--- config.mk ---
export PLATFORM = sky130hd
export DESIGN_NAME = dmem_resp
export DESIGN_NICKNAME = d
export VERILOG_FILES = /design/src/rtl/dmem_pkg.sv /design/src/rtl/con_fifo.sv /design/src/rtl/dmem_resp.sv
export SDC_FILE = /design/constraint.sdc
export NUM_CORES = 1
export LEC_CHECK = 0
export CAP_MARGIN = 20
export CORE_MARGIN = 3
export CORE_UTILIZATION = 49
export CTS_CLUSTER_SIZE = 12
export DETAILED_ROUTE_END_ITERATION = 8
export GPL_TIMING_DRIVEN = 1
export PLACE_DENSITY_LB_ADDON = 0.05
export SKIP_CTS_REPAIR_TIMING = 1
export SYNTH_ARGS = -nofsm -noshare
export SYNTH_HDL_FRONTEND = slang
export SYNTH_SLANG_ARGS = --single-unit
--- constraint.sdc ---
create_clock -name clk -period 2.92 [get_ports clk]
set_input_delay 0.584 -clock clk [delete_from_list [all_inputs] [get_ports clk]]
set_output_delay 0.584 -clock clk [all_outputs]
set_load 0.02 [all_outputs]
--- src/rtl/dmem_pkg.sv ---
// Shared definitions for the data-memory response block: MMIO map, target decode, read-lane helpers.
package dmem_pkg;

  localparam logic [15:0] MMIO_BASE     = 16'h8000;
  localparam int unsigned CON_DEPTH_DEF = 4;

  localparam logic [1:0] OFF_CYCLE   = 2'd0;
  localparam logic [1:0] OFF_CONSOLE = 2'd1;
  localparam logic [1:0] OFF_DONE    = 2'd2;
  localparam logic [1:0] OFF_SCRATCH = 2'd3;

  typedef enum logic [1:0] {
    TGT_NONE = 2'd0,
    TGT_SRAM = 2'd1,
    TGT_MMIO = 2'd2
  } tgt_e;

  // Read request captured at the end of cycle N, consumed in cycle N+1.
  typedef struct packed {
    logic [3:0] re;
    logic       from_mmio;
  } rd_ctl_t;

  // Classify a request by the address top bit; no lanes enabled means no target.
  function automatic tgt_e tgt_decode(input logic a15, input logic access);
    if (!access) begin
      return TGT_NONE;
    end
    if (a15 == MMIO_BASE[15]) begin
      return TGT_MMIO;
    end
    return TGT_SRAM;
  endfunction

  // Expand per-byte read enables into a 32-bit data mask.
  function automatic logic [31:0] lane_mask(input logic [3:0] re);
    return {{8{re[3]}}, {8{re[2]}}, {8{re[1]}}, {8{re[0]}}};
  endfunction

endpackage

--- src/rtl/con_fifo.sv ---
// Console byte FIFO: head is presented while non-empty; a push to a full FIFO is
// accepted only when a pop happens in the same cycle, otherwise it is dropped.
module con_fifo
  import dmem_pkg::*;
#(
  parameter  int unsigned DEPTH = CON_DEPTH_DEF,
  localparam int unsigned PW    = (DEPTH > 1) ? $clog2(DEPTH) : 1,
  localparam int unsigned CW    = $clog2(DEPTH + 1)
) (
  input  logic          clk,
  input  logic          rstn,
  input  logic          push_i,
  input  logic [7:0]    data_i,
  input  logic          pop_i,
  output logic [7:0]    data_o,
  output logic          vld_o,
  output logic          full_o,
  output logic          empty_o,
  output logic [CW-1:0] count_o,
  output logic          drop_o
);

  logic [7:0]    mem_q [DEPTH];
  logic [PW-1:0] wr_ptr_q, wr_ptr_d;
  logic [PW-1:0] rd_ptr_q, rd_ptr_d;
  logic [CW-1:0] count_q, count_d;
  logic          full, empty, push_ok, pop_ok;

  assign full    = (count_q == CW'(DEPTH));
  assign empty   = (count_q == '0);
  assign pop_ok  = pop_i & ~empty;
  assign push_ok = push_i & (~full | pop_ok);

  assign drop_o  = push_i & full & ~pop_ok;
  assign full_o  = full;
  assign empty_o = empty;
  assign vld_o   = ~empty;
  assign count_o = count_q;
  // Gate the head with empty so the output reads 0 in reset and when idle.
  assign data_o  = empty ? 8'h00 : mem_q[rd_ptr_q];

  // Pointer and occupancy next-state.
  always_comb begin
    wr_ptr_d = wr_ptr_q;
    rd_ptr_d = rd_ptr_q;
    count_d  = count_q;
    if (push_ok) begin
      wr_ptr_d = PW'(wr_ptr_q + PW'(1));
    end
    if (pop_ok) begin
      rd_ptr_d = PW'(rd_ptr_q + PW'(1));
    end
    case ({push_ok, pop_ok})
      2'b10:   count_d = CW'(count_q + CW'(1));
      2'b01:   count_d = CW'(count_q - CW'(1));
      default: count_d = count_q;
    endcase
  end

  // Control state; reset empties the FIFO regardless of stored data.
  always_ff @(posedge clk or negedge rstn) begin
    if (!rstn) begin
      wr_ptr_q <= '0;
      rd_ptr_q <= '0;
      count_q  <= '0;
    end else begin
      wr_ptr_q <= wr_ptr_d;
      rd_ptr_q <= rd_ptr_d;
      count_q  <= count_d;
    end
  end

  // Storage array; contents are only visible through count, so no reset.
  always_ff @(posedge clk) begin
    if (push_ok) begin
      mem_q[wr_ptr_q] <= data_i;
    end
  end

endmodule

--- src/rtl/dmem_resp.sv ---
// Core data-port responder: routes requests to the SRAM macro or a small MMIO
// block (cycle counter, console FIFO, done flag, scratch) with one-cycle reads.
module dmem_resp
  import dmem_pkg::*;
#(
  parameter int unsigned SRAM_AW   = 13,
  parameter int unsigned CON_DEPTH = CON_DEPTH_DEF
) (
  input  logic               clk,
  input  logic               rstn,
  input  logic [15:0]        dat_a,
  input  logic [3:0]         dat_we,
  input  logic [31:0]        dat_wd,
  input  logic [3:0]         dat_re,
  output logic [31:0]        dat_rd,
  output logic [SRAM_AW-1:0] sram_a,
  output logic               sram_ce,
  output logic [3:0]         sram_we,
  output logic [31:0]        sram_wd,
  input  logic [31:0]        sram_rd,
  output logic               con_vld,
  output logic [7:0]         con_data,
  input  logic               con_rdy,
  output logic               done,
  output logic [31:0]        done_code,
  output logic               err,
  output logic               ovf
);

  localparam int unsigned CNT_W = $clog2(CON_DEPTH + 1);

  logic       has_we, has_re, proto_err;
  tgt_e       tgt;
  logic [1:0] reg_off;
  logic       mmio_wr, mmio_rd;
  logic       unused_addr;

  assign has_we      = |dat_we;
  assign has_re      = |dat_re;
  assign proto_err   = has_we & has_re;
  assign tgt         = tgt_decode(dat_a[15], has_we | has_re);
  assign reg_off     = dat_a[3:2];
  assign mmio_wr     = (tgt == TGT_MMIO) & has_we;
  assign mmio_rd     = (tgt == TGT_MMIO) & has_re & ~proto_err;
  assign unused_addr = ^dat_a[1:0];

  // SRAM macro drive, valid in the request cycle itself.
  always_comb begin
    sram_a  = SRAM_AW'(dat_a[14:2]);
    sram_wd = dat_wd;
    sram_ce = 1'b0;
    sram_we = 4'h0;
    if (tgt == TGT_SRAM) begin
      sram_ce = 1'b1;
      sram_we = dat_we;
    end
  end

  logic             con_push, con_full, con_empty, con_drop;
  logic [CNT_W-1:0] con_count;

  assign con_push = mmio_wr & (reg_off == OFF_CONSOLE) & dat_we[0];

  con_fifo #(
    .DEPTH (CON_DEPTH)
  ) u_con_fifo (
    .clk     (clk),
    .rstn    (rstn),
    .push_i  (con_push),
    .data_i  (dat_wd[7:0]),
    .pop_i   (con_rdy),
    .data_o  (con_data),
    .vld_o   (con_vld),
    .full_o  (con_full),
    .empty_o (con_empty),
    .count_o (con_count),
    .drop_o  (con_drop)
  );

  logic [31:0] cyc_q, cyc_d;
  logic [31:0] scratch_q, scratch_d;
  logic        done_q, done_d;
  logic [31:0] done_code_q, done_code_d;
  logic        err_q, err_d;
  logic        ovf_q, ovf_d;
  logic [31:0] mmio_rdata_q, mmio_rdata_d;
  rd_ctl_t     rd_ctl_q, rd_ctl_d;

  // MMIO register updates and capture of the read for the following cycle.
  always_comb begin
    cyc_d        = 32'(cyc_q + 32'd1);
    scratch_d    = scratch_q;
    done_d       = done_q;
    done_code_d  = done_code_q;
    err_d        = err_q | proto_err;
    ovf_d        = ovf_q | con_drop;
    mmio_rdata_d = mmio_rdata_q;
    rd_ctl_d.re        = proto_err ? 4'h0 : dat_re;
    rd_ctl_d.from_mmio = (tgt == TGT_MMIO);

    if (mmio_wr && reg_off == OFF_SCRATCH) begin
      for (int i = 0; i < 4; i++) begin
        if (dat_we[i]) begin
          scratch_d[8*i +: 8] = dat_wd[8*i +: 8];
        end
      end
    end

    // Only the first DONE write sticks.
    if (mmio_wr && reg_off == OFF_DONE && !done_q) begin
      done_d      = 1'b1;
      done_code_d = dat_wd;
    end

    if (mmio_rd) begin
      case (reg_off)
        OFF_CYCLE:   mmio_rdata_d = cyc_q;
        OFF_CONSOLE: mmio_rdata_d = {27'b0, 3'(con_count), con_full, con_empty};
        OFF_DONE:    mmio_rdata_d = {31'b0, done_q};
        default:     mmio_rdata_d = scratch_q;
      endcase
    end
  end

  // State registers; reset drops any pending read.
  always_ff @(posedge clk or negedge rstn) begin
    if (!rstn) begin
      cyc_q        <= '0;
      scratch_q    <= '0;
      done_q       <= 1'b0;
      done_code_q  <= '0;
      err_q        <= 1'b0;
      ovf_q        <= 1'b0;
      mmio_rdata_q <= '0;
      rd_ctl_q     <= '0;
    end else begin
      cyc_q        <= cyc_d;
      scratch_q    <= scratch_d;
      done_q       <= done_d;
      done_code_q  <= done_code_d;
      err_q        <= err_d;
      ovf_q        <= ovf_d;
      mmio_rdata_q <= mmio_rdata_d;
      rd_ctl_q     <= rd_ctl_d;
    end
  end

  // Response data: selected source masked to the lanes that were read.
  assign dat_rd    = lane_mask(rd_ctl_q.re) & (rd_ctl_q.from_mmio ? mmio_rdata_q : sram_rd);
  assign done      = done_q;
  assign done_code = done_code_q;
  assign err       = err_q;
  assign ovf       = ovf_q;

endmodule

; Word-level counts from Yosys, hierarchy flattened
; Memories as Yosys holds them, arrays and structs flattened.
; Cells that the tools add are included.
[op_classes]
n_addsub = 5
n_eq_ne = 8
n_mux = 15
bitwise_logic = 19
reduce_logical = 13
[op_table]
columns = op, count
row1 = $pmux 32 s3, 1
row2 = $add 32x1->32 const B, 1
row3 = $and 32x32->32, 1
row4 = $mux 32, 1
row5 = $and 1x1->1, 10
row6 = $eq 2x2->1 const B, 4
row7 = $mux 2, 4
row8 = $mux 4, 2
row9 = $mux 8, 1
row10 = $reduce_and 2->1, 4
row11 = $reduce_or 4->1, 2
row12 = $eq 2x1->1 const B, 3
row13 = $pmux 3 s2, 1
row14 = $mux 1, 5
row15 = $add 2x1->2 const B, 2
row16 = $not 1->1, 4
row17 = $or 1x1->1, 4
row18 = $add 3x1->3 const B, 1
row19 = $eq 3x3->1 const B, 1
row20 = $logic_and 1x1->1, 3
row21 = $logic_not 3->1, 1
row22 = $sub 3x1->3 const B, 1
row23 = $logic_not 2->1, 1
row24 = $reduce_bool 2->1, 1
row25 = $logic_not 1->1, 1
[word_totals]
register_bits = 143
mem_bits_rw = 32
out_inout_bits = 126
word_cells = 76
mem_count = 1
[mem_list]
columns = name, words, word_bits, rd, rd_ports_with_merged_regs, wr, line
row1 = u_con_fifo.mem_q, 4, 8, 1, 0, 1, con_fifo.sv:23  ; logic [7:0] mem_q [DEPTH];

; Logic depth before layout (Yosys ltp)
; Gate-level depths: netlist (run 1).
[depth]
word_depth = 13
mapped_depth = 8
ltp_nobuf = 7

; Cells and area by module
; Synthesis (run 1) repeated with hierarchy kept, for this count alone.
[hier_totals]
cells_unflattened = 641
hier_area_um2 = 8468.1
[by_module_without_submodules]
columns = mod, n_inst, cells_each, area_per_inst_um2, seq_area_each_um2
row1 = dmem_resp, 1, 550, 6812.8, 3403.3
row2 = con_fifo, 1, 91, 1655.3, 1136.1

; Worst setup path after synthesis (run 1)
; No wires, ideal clock.
[synth_timing]
kind = register to register
startpoint = register u_con_fifo.count_q[1], in the netlist u_con_fifo.count_o[1]
endpoint = register u_con_fifo.count_q[2], in the netlist u_con_fifo.count_o[2]
setup_time_ns = 0.087
arrival_ns = 2.244
path_slack_ns = 0.590
path_stages_with_launch = 9
path_buffers = 1
synth_period_minus_slack_ns = 2.330
cell_sequence = dfrtp_1 -> or3_1 -> clkbuf_1 -> nand2_1 -> nor2_1 -> fa_1 -> nand2b_1 -> o32a_1 -> o211ai_1
[synth_via]
elab_chain_len = 7
word_cells_on_any_way = 13
[synth_lines]
columns = item, line
row1 = start: declaration, con_fifo.sv:26  ; logic [CW-1:0] count_q, count_d;
row2 = start signal: assignment, con_fifo.sv:69  ; count_q <= count_d;
row3 = $logic_not 3->1 (*), con_fifo.sv:30  ; assign empty = (count_q == '0);
row4 = $not 1->1 (*), --
row5 = net con_vld, dmem_resp.sv:21  ; output logic con_vld,
row6 = $and 1x1->1 (*), con_fifo.sv:31  ; assign pop_ok = pop_i & ~empty;
row7 = $or 1x1->1, con_fifo.sv:32  ; assign push_ok = push_i & (~full | pop_ok);
row8 = $and 1x1->1, con_fifo.sv:32
row9 = $eq 2x1->1 or $eq 2x2->1 (tied branches), con_fifo.sv:53  ; case ({push_ok, pop_ok})
row10 = $pmux 3 s2 or $reduce_bool 2->1 (tied branches), --
; The timed path passes the listed nets; every way through them passes the cells marked *.
; A chain may end at the register's enable or synchronous reset.

; Worst setup path after layout (run 1)
[layout_timing]
startpoint = register u_con_fifo.rd_ptr_q[0]
endpoint = output con_data[2]
[layout_via]
elab_chain_len = 2
[layout_lines]
columns = item, line
row1 = start: declaration, con_fifo.sv:25  ; logic [PW-1:0] rd_ptr_q, rd_ptr_d;
row2 = start signal: assignment, con_fifo.sv:68  ; rd_ptr_q <= rd_ptr_d;
row3 = $mem_v2 4x8, --
row4 = $mux 8, con_fifo.sv:40  ; assign data_o = empty ? 8'h00 : mem_q[rd_ptr_q];
row5 = end: declaration, dmem_resp.sv:22  ; output logic [7:0] con_data,
; Every way passes these cells.

==> results of run 1 <==
worst reg2reg max path, cell delays in order (launching register included):
cell and delay, ps:
dfrtp_1 480, or3_4 510, nand2_1 150, nor2_1 70
fa_1 390, nand2b_1 180, o32a_1 300, o211ai_1 150
through the flow:
step	worst slack, ps	TNS [ps]	cells
5_1_grt	57.7	0	1039
4_1_cts	-139	-874	1039
3_5_place_dp	138	0	1007
3_3_place_gp	166	0	1007
2_1_floorplan	590	0	659
6_report	132	0	1039
sequential cells by signal (all words and copies together), names as in the netlist:
name / cells
u_con_fifo.mem_q: 32
ovf: 1
cyc_q: 32
done: 1
scratch_q: 32
u_con_fifo.count_o: 3
u_con_fifo.rd_ptr_q: 2
u_con_fifo.wr_ptr_q: 2
err: 1
rd_ctl_q: 5
mmio_rdata_q: 32
done_code: 32
kinds of logic (layout without fill, tap and decap cells):
logic type | after synthesis | in the layout | share of synthesized area, %
buffers and inverters | 85 | 249 | 6.49
adder cells (fa/ha/maj) | 6 | 6 | 1.01
AND/OR/NAND/NOR | 174 | 174 | 11.9
multiplexers | 108 | 108 | 15.6
flip-flops | 175 | 175 | 55.4
XOR/XNOR | 35 | 35 | 3.74
AO/OA/AOI/OAI | 76 | 76 | 5.84
metal layers:
metal  vias up  global-route usage (%)
met3        20                    5.01
met4         0                    6.61
met1      2772                    29.7
li1       2601                       -
met5         -                       0
met2       172                    34.4
cell type report:
cell class | instances | area (sq um) | share of cell area [%]
Clock inverter | 14 | 156 | 1.47
Sequential cell | 175 | 4540 | 42.6
Tap cell | 216 | 270 | 2.53
Clock buffer | 18 | 429 | 4.02
Inverter | 8 | 30.0 | 0.281
Timing Repair Buffer | 209 | 2110 | 19.8
Multi-Input combinational cell | 399 | 3130 | 29.3
worst paths after layout:
check,start,to,slack (ps),cells past startpoint
min in group clk,ovf,ovf,460,1
max,u_con_fifo.rd_ptr_q[0],con_data[2],130,3
min reg2reg,ovf,ovf,460,1
max in group asynchronous,rstn,done_code[23],2090,2
max reg2reg,u_con_fifo.count_o[1],u_con_fifo.count_o[2],620,7
min,rstn,done_code[9],100,1
cells in the final DEF (no fill, tap or decap), types with 5 or more instances in the layout:
cell             instances
xor2_1                  11
nand2_1                 45
a22oi_1                 27
mux2_2                  64
dfrtp_1                141
buf_4                   12
clkdlybuf4s50_1        191
mux4_2                   9
buf_12                   5
clkbuf_16               17
nand4_1                 15
mux2i_1                 35
xnor2_1                 24
and2_1                  24
ha_1                     5
edfxtp_1                32
nor2b_1                 37
nand3_1                 13
nor2_1                   9
o21ai_0                 35
and4_1                   6
nor3_1                   7
inv_1                    8
power groups by stage:
| stage | Sequential (mW) | Clock (mW) | Combinational [mW] |
|---|---|---|---|
| after detailed placement | 3.32 | 0 | 2.26 |
| after global placement | 3.29 | 0 | 2.21 |
| after CTS | 3.28 | 2.29 | 2.27 |
| after floorplan | 3.48 | 0 | 1.04 |
| final | 3.28 | 2.25 | 2.25 |
| after global routing | 3.34 | 2.40 | 2.42 |
==> results.tsv, run 1 <==
metric	value	unit
result of the run	finished clean	
die extent in y	135	um
most common flop cell mapped by yosys	dfrtp_1	
vias in the first global route	5794	
Clock Path Buffers	2	
DRT Wirelength	19200	um
logic gate share of total power	28.9	%
wire length on met1	8460	um
# diodes	0	
fmax	359	MHz
Post-Syn Nets	756	
drt first-iter violations	348	
Die X	135	um
Worst-Margin Slew	511	ps
die area	18300	sq um
Starting Density	50.8	%
total internal power	5.45	mW
Post-synth EDFFs	32	
Critical path buffers and inverters	1	
Tot Pwr	7.79	mW
Area after DPL	10100	sq um
clock sinks	175	
routed len/inst	18.5	um
DR pass1 iterations	5	
RSZ-0062 raised after global routing	false	
Ys Warns	0	
sequential share of power	42.1	%
clk_skew	8.85	ps
Synth Register Bits	175	
Vias/cell	5.36	
Net Switching	2.33	mW
ys async rst share	81.7	%
critical path type	register to primary output	
Min Hold Slack	102	ps
share of cells above drive strength 1	15.7	%
CP cell instances	mux4_2 > and2_1 > clkdlybuf4s50_1	
GR Overflow Total	0	
area fraction of the dominant cell type after synthesis	43.7	%
most common cell in the netlist	dfrtp_1	
largest net degree at the start of global routing	65	
CP delay by family, top	flip-flops	
Final HPWL DP	13500	um
met2 WL	9420	um
peak supply drop	0.000457	V
Worst EP arrival	2200	ps
IO Port Bufs	192	
Worst slew margin	66.0	%
DR vias	5565	
final slew viol count	0	
CP Launch Type	register	
core area	16100	sq um
PD cells	730	nW/um^2
GRT Util Overall	21.6	%
Filler Cell Count	1225	
global-route wire length before repair	30900	um
# IOs	217	
Required @ worst endpoint	2340	ps
layout net count	907	
syn avg cell area	12.4	sq um
routability cong.	0.808	
Sw Ratio	30.0	%
post-route ant nets	0	
# Max-Cap Violations	0	
worst min path class	primary input to async pin	
CTS Buf Count	17	
highest routed layer	met4	
final instance area	10700	sq um
number of library cell types mapped by synthesis	46	
num rows	46	
Clock Latency Late Sink	430	ps
Root Buffer	clkbuf_16	
DRC Markers	0	
clk slew on worst S/H paths	70	ps
Setup Viol. Count Final	0	
antenna violations before repair	0	
CTS HTree Levels	4	
Clock power frac	29.0	%
Syn Std Cell Area	8190	sq um
post-synthesis sequential area ratio	55.4	%
leakage power total	4.38	nW
CTS tree	yes	
crit path max-delay cell type	dfrtp_4	
post-synthesis cell count	659	
area leader, netlist	dfrtp_1	
met3 WL post-DR	1140	um
Crit Path Max Fanout	9	
min cycle time layout	2790	ps
CP max stage delay	540	ps
list of most frequent post-synthesis cells	dfrtp_1, mux2_2, buf_4	
crit share post-route	95.5	%
Final Util	66.2	%
Area Overhead vs Synth	30.3	%
cells taking the most area after synthesis	dfrtp_1, edfxtp_1, mux2_2, mux2i_1, buf_4	
final hold vios	0	
critical path capture point type	primary output	
Power figures use the tool's default switching activity.
==> inputs of run 2 (changes only) <==
CORE_ASPECT_RATIO = 2   (was default)
==> run 2 against run 1 <==
  * Clock skew is 2.4 ps lower
  * Count of clock-buffer cells in the layout unchanged
  * Die area rose by 0.51%
  * Sequential share of layout area shrank 0.19 points
  * Critical path depth grew 1
  * Hold slack improved by 95 ps
  * Largest cell class unchanged
  * Combinational power increased by 3%
  * Global-route usage about the same
  * Maximum frequency up 0.12%
  * Cell count is 0.58% lower
==> results.tsv, run 2 (synthesized netlist as in run 1, its figures left out) <==
metric	value	unit	change
DR vias	5590		was 5565
# diodes	0		unchanged
DRC Markers	0		unchanged
total internal power	5.46	mW	was 5.45 mW
sequential share of power	41.6	%	was 42.1%
critical path capture point type	primary output		unchanged
share of cells above drive strength 1	16.3	%	was 15.7%
min cycle time layout	2780	ps	was 2790 ps
CP Launch Type	register		unchanged
global-route wire length before repair	31400	um	was 30900 um
die extent in y	189	um	was 135 um
highest routed layer	met4		unchanged
Root Buffer	clkbuf_16		unchanged
Area after DPL	10100	sq um	about the same
worst min path class	primary input to async pin		unchanged
Net Switching	2.35	mW	was 2.33 mW
GRT Util Overall	21.6	%	about the same
final hold vios	0		unchanged
setup TNS	0	ps	unchanged
final instance area	10700	sq um	about the same
clk slew on worst S/H paths	70	ps	about the same
core area	16400	sq um	was 16100 sq um
Sw Ratio	30.1	%	was 30.0%
Required @ worst endpoint	2340	ps	about the same
commonest cells after routing, fill and taps aside	clkdlybuf4s50_1, dfrtp_1, mux2_2		unchanged
logic gate share of total power	29.6	%	was 28.9%
Clock Latency Late Sink	420	ps	was 430 ps
RSZ-0062 raised after global routing	false		unchanged
Filler Cell Count	1281		was 1225
# Max-Cap Violations	0		unchanged
post-route ant nets	0		unchanged
Crit Path Max Fanout	10		was 9
leakage power total	4.40	nW	was 4.38 nW
clk_skew	6.48	ps	was 8.85 ps
met2 WL	11300	um	was 9420 um
critical path type	register to primary output		unchanged
GR Overflow Total	0		unchanged
Starting Density	50.1	%	was 50.8%
clock sinks	175		unchanged
PD cells	729	nW/um^2	was 730 nW/um^2
final slew viol count	0		unchanged
Worst-Margin Slew	770	ps	was 511 ps
Final HPWL DP	14400	um	was 13500 um
most common cell after layout, fill and taps aside	clkdlybuf4s50_1		unchanged
fmax	359	MHz	about the same
result of the run	finished clean		unchanged
die area	18400	sq um	was 18300 sq um
Vias/cell	5.41		was 5.36
routed len/inst	18.8	um	was 18.5 um
peak supply drop	0.000500	V	was 0.000457 V
wire length on met1	7030	um	was 8460 um
layout net count	913		was 907
antenna violations before repair	0		unchanged
CTS tree	yes		unchanged
DR pass1 iterations	4		was 5
CTS Buf Count	17		unchanged
IO Port Bufs	192		unchanged
Worst slew margin	48.7	%	was 66.0%
Area Overhead vs Synth	30.8	%	was 30.3%
num rows	66		was 46
Clock Path Buffers	2		unchanged
routability cong.	0.822		was 0.808
DRT Wirelength	19400	um	was 19200 um
vias in the first global route	6076		was 5794
largest net degree at the start of global routing	81		was 65
Worst EP arrival	2200	ps	about the same
met3 WL post-DR	681	um	was 1140 um
crit share post-route	95.4	%	was 95.5%
# IOs	217		unchanged
Die X	97.4	um	was 135 um
Setup Viol. Count Final	0		unchanged
Clock power frac	28.8	%	was 29.0%
drt first-iter violations	205		was 348
CTS HTree Levels	4		unchanged
run 2: worst max-delay path, cell delays in order (launching register included):
cell and delay [ps]:
dfrtp_1 320, buf_4 230, mux4_2 520, and2_1 170
clkdlybuf4s50_1 540
run 2: area by class of cell:
cell class	instances	area (sq um)	share of cell area (%)
inverters	8	30.0	0.280
repair buffers	215	2170	20.3
flip-flops and latches	175	4540	42.4
clock buffers	18	429	4.01
multi-input cells	399	3130	29.2
clock inverters	14	156	1.46
well taps	204	255	2.38
run 2: layer usage:
metal	track usage, %	vias to the layer above
met5	0	-
met3	3.93	28
met2	40.9	154
met4	8.27	0
li1	-	2606
met1	23.4	2802
run 2: power groups by stage:
stage / logic (mW) / registers (mW) / clock network [mW]
after floorplan: 1.04 / 3.48 / 0
after global placement: 2.26 / 3.26 / 0
after detailed placement: 2.32 / 3.29 / 0
after CTS: 2.34 / 3.25 / 2.30
after global routing: 2.47 / 3.31 / 2.39
final: 2.31 / 3.24 / 2.25
run 2: worst paths after layout:
check	cells past startpoint	slack, ps	endpoint	from
max in group asynchronous	2	2030	cyc_q[7]	rstn
max reg2reg	7	590	u_con_fifo.count_o[2]	u_con_fifo.count_o[1]
min in group clk	1	470	cyc_q[0]	cyc_q[0]
min reg2reg	1	470	cyc_q[0]	cyc_q[0]
max	4	140	con_data[1]	u_con_fifo.rd_ptr_q[0]
min	1	200	done_code[6]	rstn
run 2: through the flow:
stage	utilization, %	cells	power, mW	worst slack [ps]	hold slack (ps)
after floorplan	-	659	4.52	590	288
after global placement	61.9	1001	5.52	160	456
after detailed placement	61.9	1001	5.61	183	452
after CTS	65.5	1033	7.88	6.82	233
after global routing	65.5	1033	8.17	48.2	240
final	65.5	1033	7.81	135	196
==> RTL edit 1: new RTL, config.mk and constraints of run 1 <==
`CON_DEPTH_DEF`: 4 -> 8.
--- a/src/rtl/dmem_pkg.sv
+++ b/src/rtl/dmem_pkg.sv
@@ -3,5 +3,5 @@
 
   localparam logic [15:0] MMIO_BASE     = 16'h8000;
-  localparam int unsigned CON_DEPTH_DEF = 4;
+  localparam int unsigned CON_DEPTH_DEF = 8;
 
   localparam logic [1:0] OFF_CYCLE   = 2'd0;
Formal check against the unedited RTL: not equivalent (Yosys sat finds a counterexample within 10 cycles, from zero or initial values and one cycle with rstn low).
==> RTL edit 1 against run 1 <==
Wire length is 16% higher; final cell count is 13% higher; utilization is 0.79 points lower; power is 22% higher; worst hold slack worse by 22 ps; synthesized cell count is 9.0% higher; sequential cell count is 35 higher; design area is 17% higher; sequential share of layout area is 2.3 points higher; setup slack better by 31 ps; combinational power is 30% higher; fmax is 1.1% higher; area after synthesis is 18% higher; non-clock buffer count is 25 higher; critical path type unchanged; highest routed layer unchanged.
==> RTL edit 1: results (changes against run 1) <==
- HPWL after detailed placement: 15600 microns (+16%)
- R2R depth: 8 (+1)
- Number of instances in the placed design: 1127 (+12%)
- Num CTS Buffers: 22 (+5)
- Post-synth EDFFs: 64 (+100%)
- Final net count: 990 (+9.2%)
- Adder-Cell Fraction of Synth Area: 0.520% (-0.49 points)
- Total routing usage reported by global routing: 20.9% (-0.73 points)
- Data arrival time of the critical path: 2170 ps (-30 ps)
- Critical path's top delay family: buffers and inverters
- Share of cells above drive strength 1: 18.2% (+2.5 points)
- Crit. Startpoint: u_con_fifo.count_o[2]
- Largest net degree at the start of global routing: 66 (+1.5%)
- VDD IR max: 0.000461 V (+0.71%)
- H-tree levels: 1 (-3)
- FILL cells: 1446 (+18%)
- 1st-iter DRT viols: 351 (+0.86%)
- Vias in the first global route: 6957 (+20%)
- Via-to-Cell Ratio: 5.37 (+0.31%)
- Avg Inst Size Synth: 13.4 sq um (+7.9%)
- Asr flop ratio synth: 69.5% (-12 points)
- Post-Synth XOR/XNOR Area: 3.46% (-0.29 points)
- First-pass GRT wire length: 36600 microns (+18%)
- Internal reg-to-reg setup slack: 690 ps (+70 ps)
- Clock Path Buffers: 3 (+1)
- Maximum clock rate: 0.363 GHz (+1.1%)
- # port buffers: 192 (unchanged)
- Placed Instance Area: 11700 sq um (+16%)
- Slew headroom: 56.7% (-9.3 points)
- Vias after detailed routing: 6281 (+13%)
- Compound-Gate Fraction of Synth Area: 5.02% (-0.82 points)
- Initial antenna violation count: 0 (unchanged)
- Leakage: 5.17 nW (+18%)
- Outcome: finished clean
- CP max-delay cell: dfrtp_1
- RD Place Congestion: 0.795 (-1.6%)
- Place WS: 103 ps (-35.3 ps)
- Design Area, Final: 12400 sq um (+17%)
- Seq/Total Area, Yosys: 57.9% (+2.5 points)
- Skew final: 8.92 ps (+0.0704 ps)
- Critical Path End: con_vld
- Final hold slack: 79.5 ps (-22.0 ps)
- Synth area leaders: dfrtp_1 (38%), edfxtp_1 (20%), mux2i_1 (4.6%)
- Mux contribution to synthesized area: 17.3% (+1.7 points)
## RTL edit 1: cell count changes after synthesis, sizes merged, moves of 4 or more
cell,run 1,this run
nor2,10,49
o21ai,35,1
a21oi,4,37
edfxtp,32,64
nand2,45,23
and2,25,6
mux2i,35,44
mux4,9,17
xnor2,24,32
buf,63,69
nand3,13,18
xor2,11,6
inv,8,4
## RTL edit 1: area by class of cell
type | count | area share (%)
clock buffers | 36 | 5.34
clock inverters | 2 | 0.0804
inverters | 4 | 0.121
multi-input cells | 423 | 28.4
flip-flops and latches | 210 | 44.8
well taps | 260 | 2.61
repair buffers | 234 | 18.7
## RTL edit 1: per-layer routing
layer	routed length (microns)	GRT usage [%]	part of all wire, %	vias up
met5	0	0	0	-
met4	426	5.93	1.9	0
met2	11400	36.4	51	181
li1	-	-	-	2907
met1	9370	26.9	42	3155
met3	1030	3.72	4.6	38
## RTL edit 1: power by group
group          internal [mW]  switching [mW]
combinational           1.61            1.32
sequential              3.56           0.406
clock                   1.54            1.07
total                   6.72            2.80
==> RTL edit 2: new RTL, settings of run 1 <==
Made on the original files. Put one more register stage on the output `ovf`, with the module's reset. The value now appears one clock later. The other outputs are not delayed to match.
--- a/src/rtl/dmem_resp.sv
+++ b/src/rtl/dmem_resp.sv
@@ -151,5 +151,11 @@
   assign done_code = done_code_q;
   assign err       = err_q;
-  assign ovf       = ovf_q;
+  always_ff @(posedge clk or negedge rstn) begin
+    if (!rstn) begin
+      ovf <= '0;
+    end else begin
+      ovf <= ovf_q;
+    end
+  end
 
 endmodule
Behaviour: not the same (Yosys sat finds a counterexample within 10 cycles, from zero or initial values and one cycle with rstn low).
==> RTL edit 2 against run 1 <==
Wire length shrank 3.0%; power grew 0.21%; critical path depth grew 1; largest power group unchanged; sequential cell count grew 1; non-clock buffer count grew 2; setup slack lost 12 ps; final cell count grew 0.29%; area after synthesis grew 0.31%; clock skew shrank 2.0 ps; critical path type unchanged; design area grew 0.25%; synthesized cell count grew 0.15%; die area grew 0.30%.
==> RTL edit 2: results (changes against run 1) <==
- FILL cells: 1227 (+0.16%)
- Internal reg-to-reg setup slack: 580 ps (-40 ps)
- First-pass DRT Iterations: 5 (unchanged)
- Post-synth top cells: dfrtp_1 (144), mux2_2 (64), buf_4 (46)
- Synth area leaders: dfrtp_1 (44%), edfxtp_1 (12%), mux2_2 (8.8%)
- Reg-to-reg critical path startpoint: u_con_fifo.count_o[1]
- R2R depth: 7 (unchanged)
- Asr flop ratio synth: 81.8% (+0.10 points)
- GR Util met3: 5.46% (+0.45 points)
- HPWL after detailed placement: 13500 microns (+0.56%)
- Post-Synth XOR/XNOR Area: 3.73% (-0.011 points)
- Met3 WL: 1050 microns (-7.6%)
- Share of cells above drive strength 1: 15.7% (+0.064 points)
- Internal Power: 5.48 mW (+0.42%)
- CP max FO: 10 (+1)
- Compound-Gate Fraction of Synth Area: 5.82% (-0.018 points)
- Slew @ Worst Pin: 507 ps (-3.94 ps)
- CP max-delay cell: clkdlybuf4s50_1
- First-pass GRT wire length: 30900 microns (-0.16%)
- Num CTS Buffers: 17 (unchanged)
- RD Place Congestion: 0.822 (+1.7%)
- Met1 WL: 8260 microns (-2.4%)
- VDD IR max: 0.000447 V (-2.3%)
- Avg Inst Size Synth: 12.4 sq um (+0.15%)
- Mux contribution to synthesized area: 15.5% (-0.047 points)
- Met2 Use GR: 33.9% (-0.47 points)
- Skew final: 6.85 ps (-1.99 ps)
- Adder-Cell Fraction of Synth Area: 1.01% (-0.0031 points)
- Cell Count, Final, Fillers Out: 1042 (+0.29%)
- DR WL met2: 9140 microns (-3.0%)
- Vias in the first global route: 5882 (+1.5%)
- Place WS: 159 ps (+20.6 ps)
- Total routing usage reported by global routing: 21.2% (-0.36 points)
- Leakage: 4.40 nW (+0.47%)
- Syn_nets: 757 (+0.13%)
- Data arrival time of the critical path: 2220 ps (+20 ps)
- Via-to-Cell Ratio: 5.38 (+0.45%)
- 1st-iter DRT viols: 319 (-8.3%)
- Drt wl/cell: 17.9 microns (-3.3%)
- Distinct cells, synth: 46 (unchanged)
- Critical path's top delay family: buffers and inverters
- Seq/Total Area, Yosys: 55.6% (+0.14 points)
- Outcome: finished clean
- Crit. Startpoint: u_con_fifo.rd_ptr_q[0]
- GR met1 Demand/Resource: 29.2% (-0.56 points)
- DR top layer: met4
- Final net count: 910 (+0.33%)
[RTL edit 2: worst max-delay path by stage]
| stage | to | slack (ps) | cells after the start |
|---|---|---|---|
| finish | con_data[0] | 120 | 4 |
| global route | con_data[0] | 30 | 4 |
| CTS | con_data[0] | 20 | 3 |
| detailed placement | sram_ce | 160 | 4 |
| global placement | sram_ce | 180 | 4 |
| floorplan | u_con_fifo.count_o[2] | 590 | 8 |
[RTL edit 2: worst reg2reg max path, delay by kind of cell, from the launching register on]
family                     cells  cell delay (ps)
AOI/OAI and AO/OA              2              470
adders and majority gates      1              400
and+or+nand+nor                4              910
DFF                            1              480
[RTL edit 2: power groups by stage]
stage | combinational [mW] | clock, mW | sequential, mW
CTS | 2.32 | 2.31 | 3.25
global route | 2.46 | 2.43 | 3.31
global placement | 2.25 | 0 | 3.27
floorplan | 1.04 | 0 | 3.50
detailed placement | 2.31 | 0 | 3.30
finish | 2.29 | 2.26 | 3.25
[RTL edit 2: layout make-up]
cell class                      instances  area share, %
Clock inverter                         13           1.45
Timing Repair Buffer                  211           19.8
Clock buffer                           19           4.05
Multi-Input combinational cell        399           29.2
Inverter                                8          0.281
Tap cell                              216           2.53
Sequential cell                       176           42.7
[RTL edit 2: stage by stage]
| step | area (sq um) | hold slack (ps) |
|---|---|---|
| after floorplan | 8210 | 288 |
| after CTS | 10700 | 96.3 |
| final | 10700 | 89.9 |
| after global placement | 10100 | 383 |
| after global routing | 10700 | 114 |
| after detailed placement | 10100 | 385 |
[RTL edit 2: logic make-up (layout without fill, tap and decap cells)]
kind of cell,after synthesis,after routing
DFF,176,176
and+or+nand+nor,174,174
muxes,108,108
buffers and inverters,85,251
AOI/OAI and AO/OA,76,76
xor gates and xnor gates,35,35
adders and majority gates,6,6
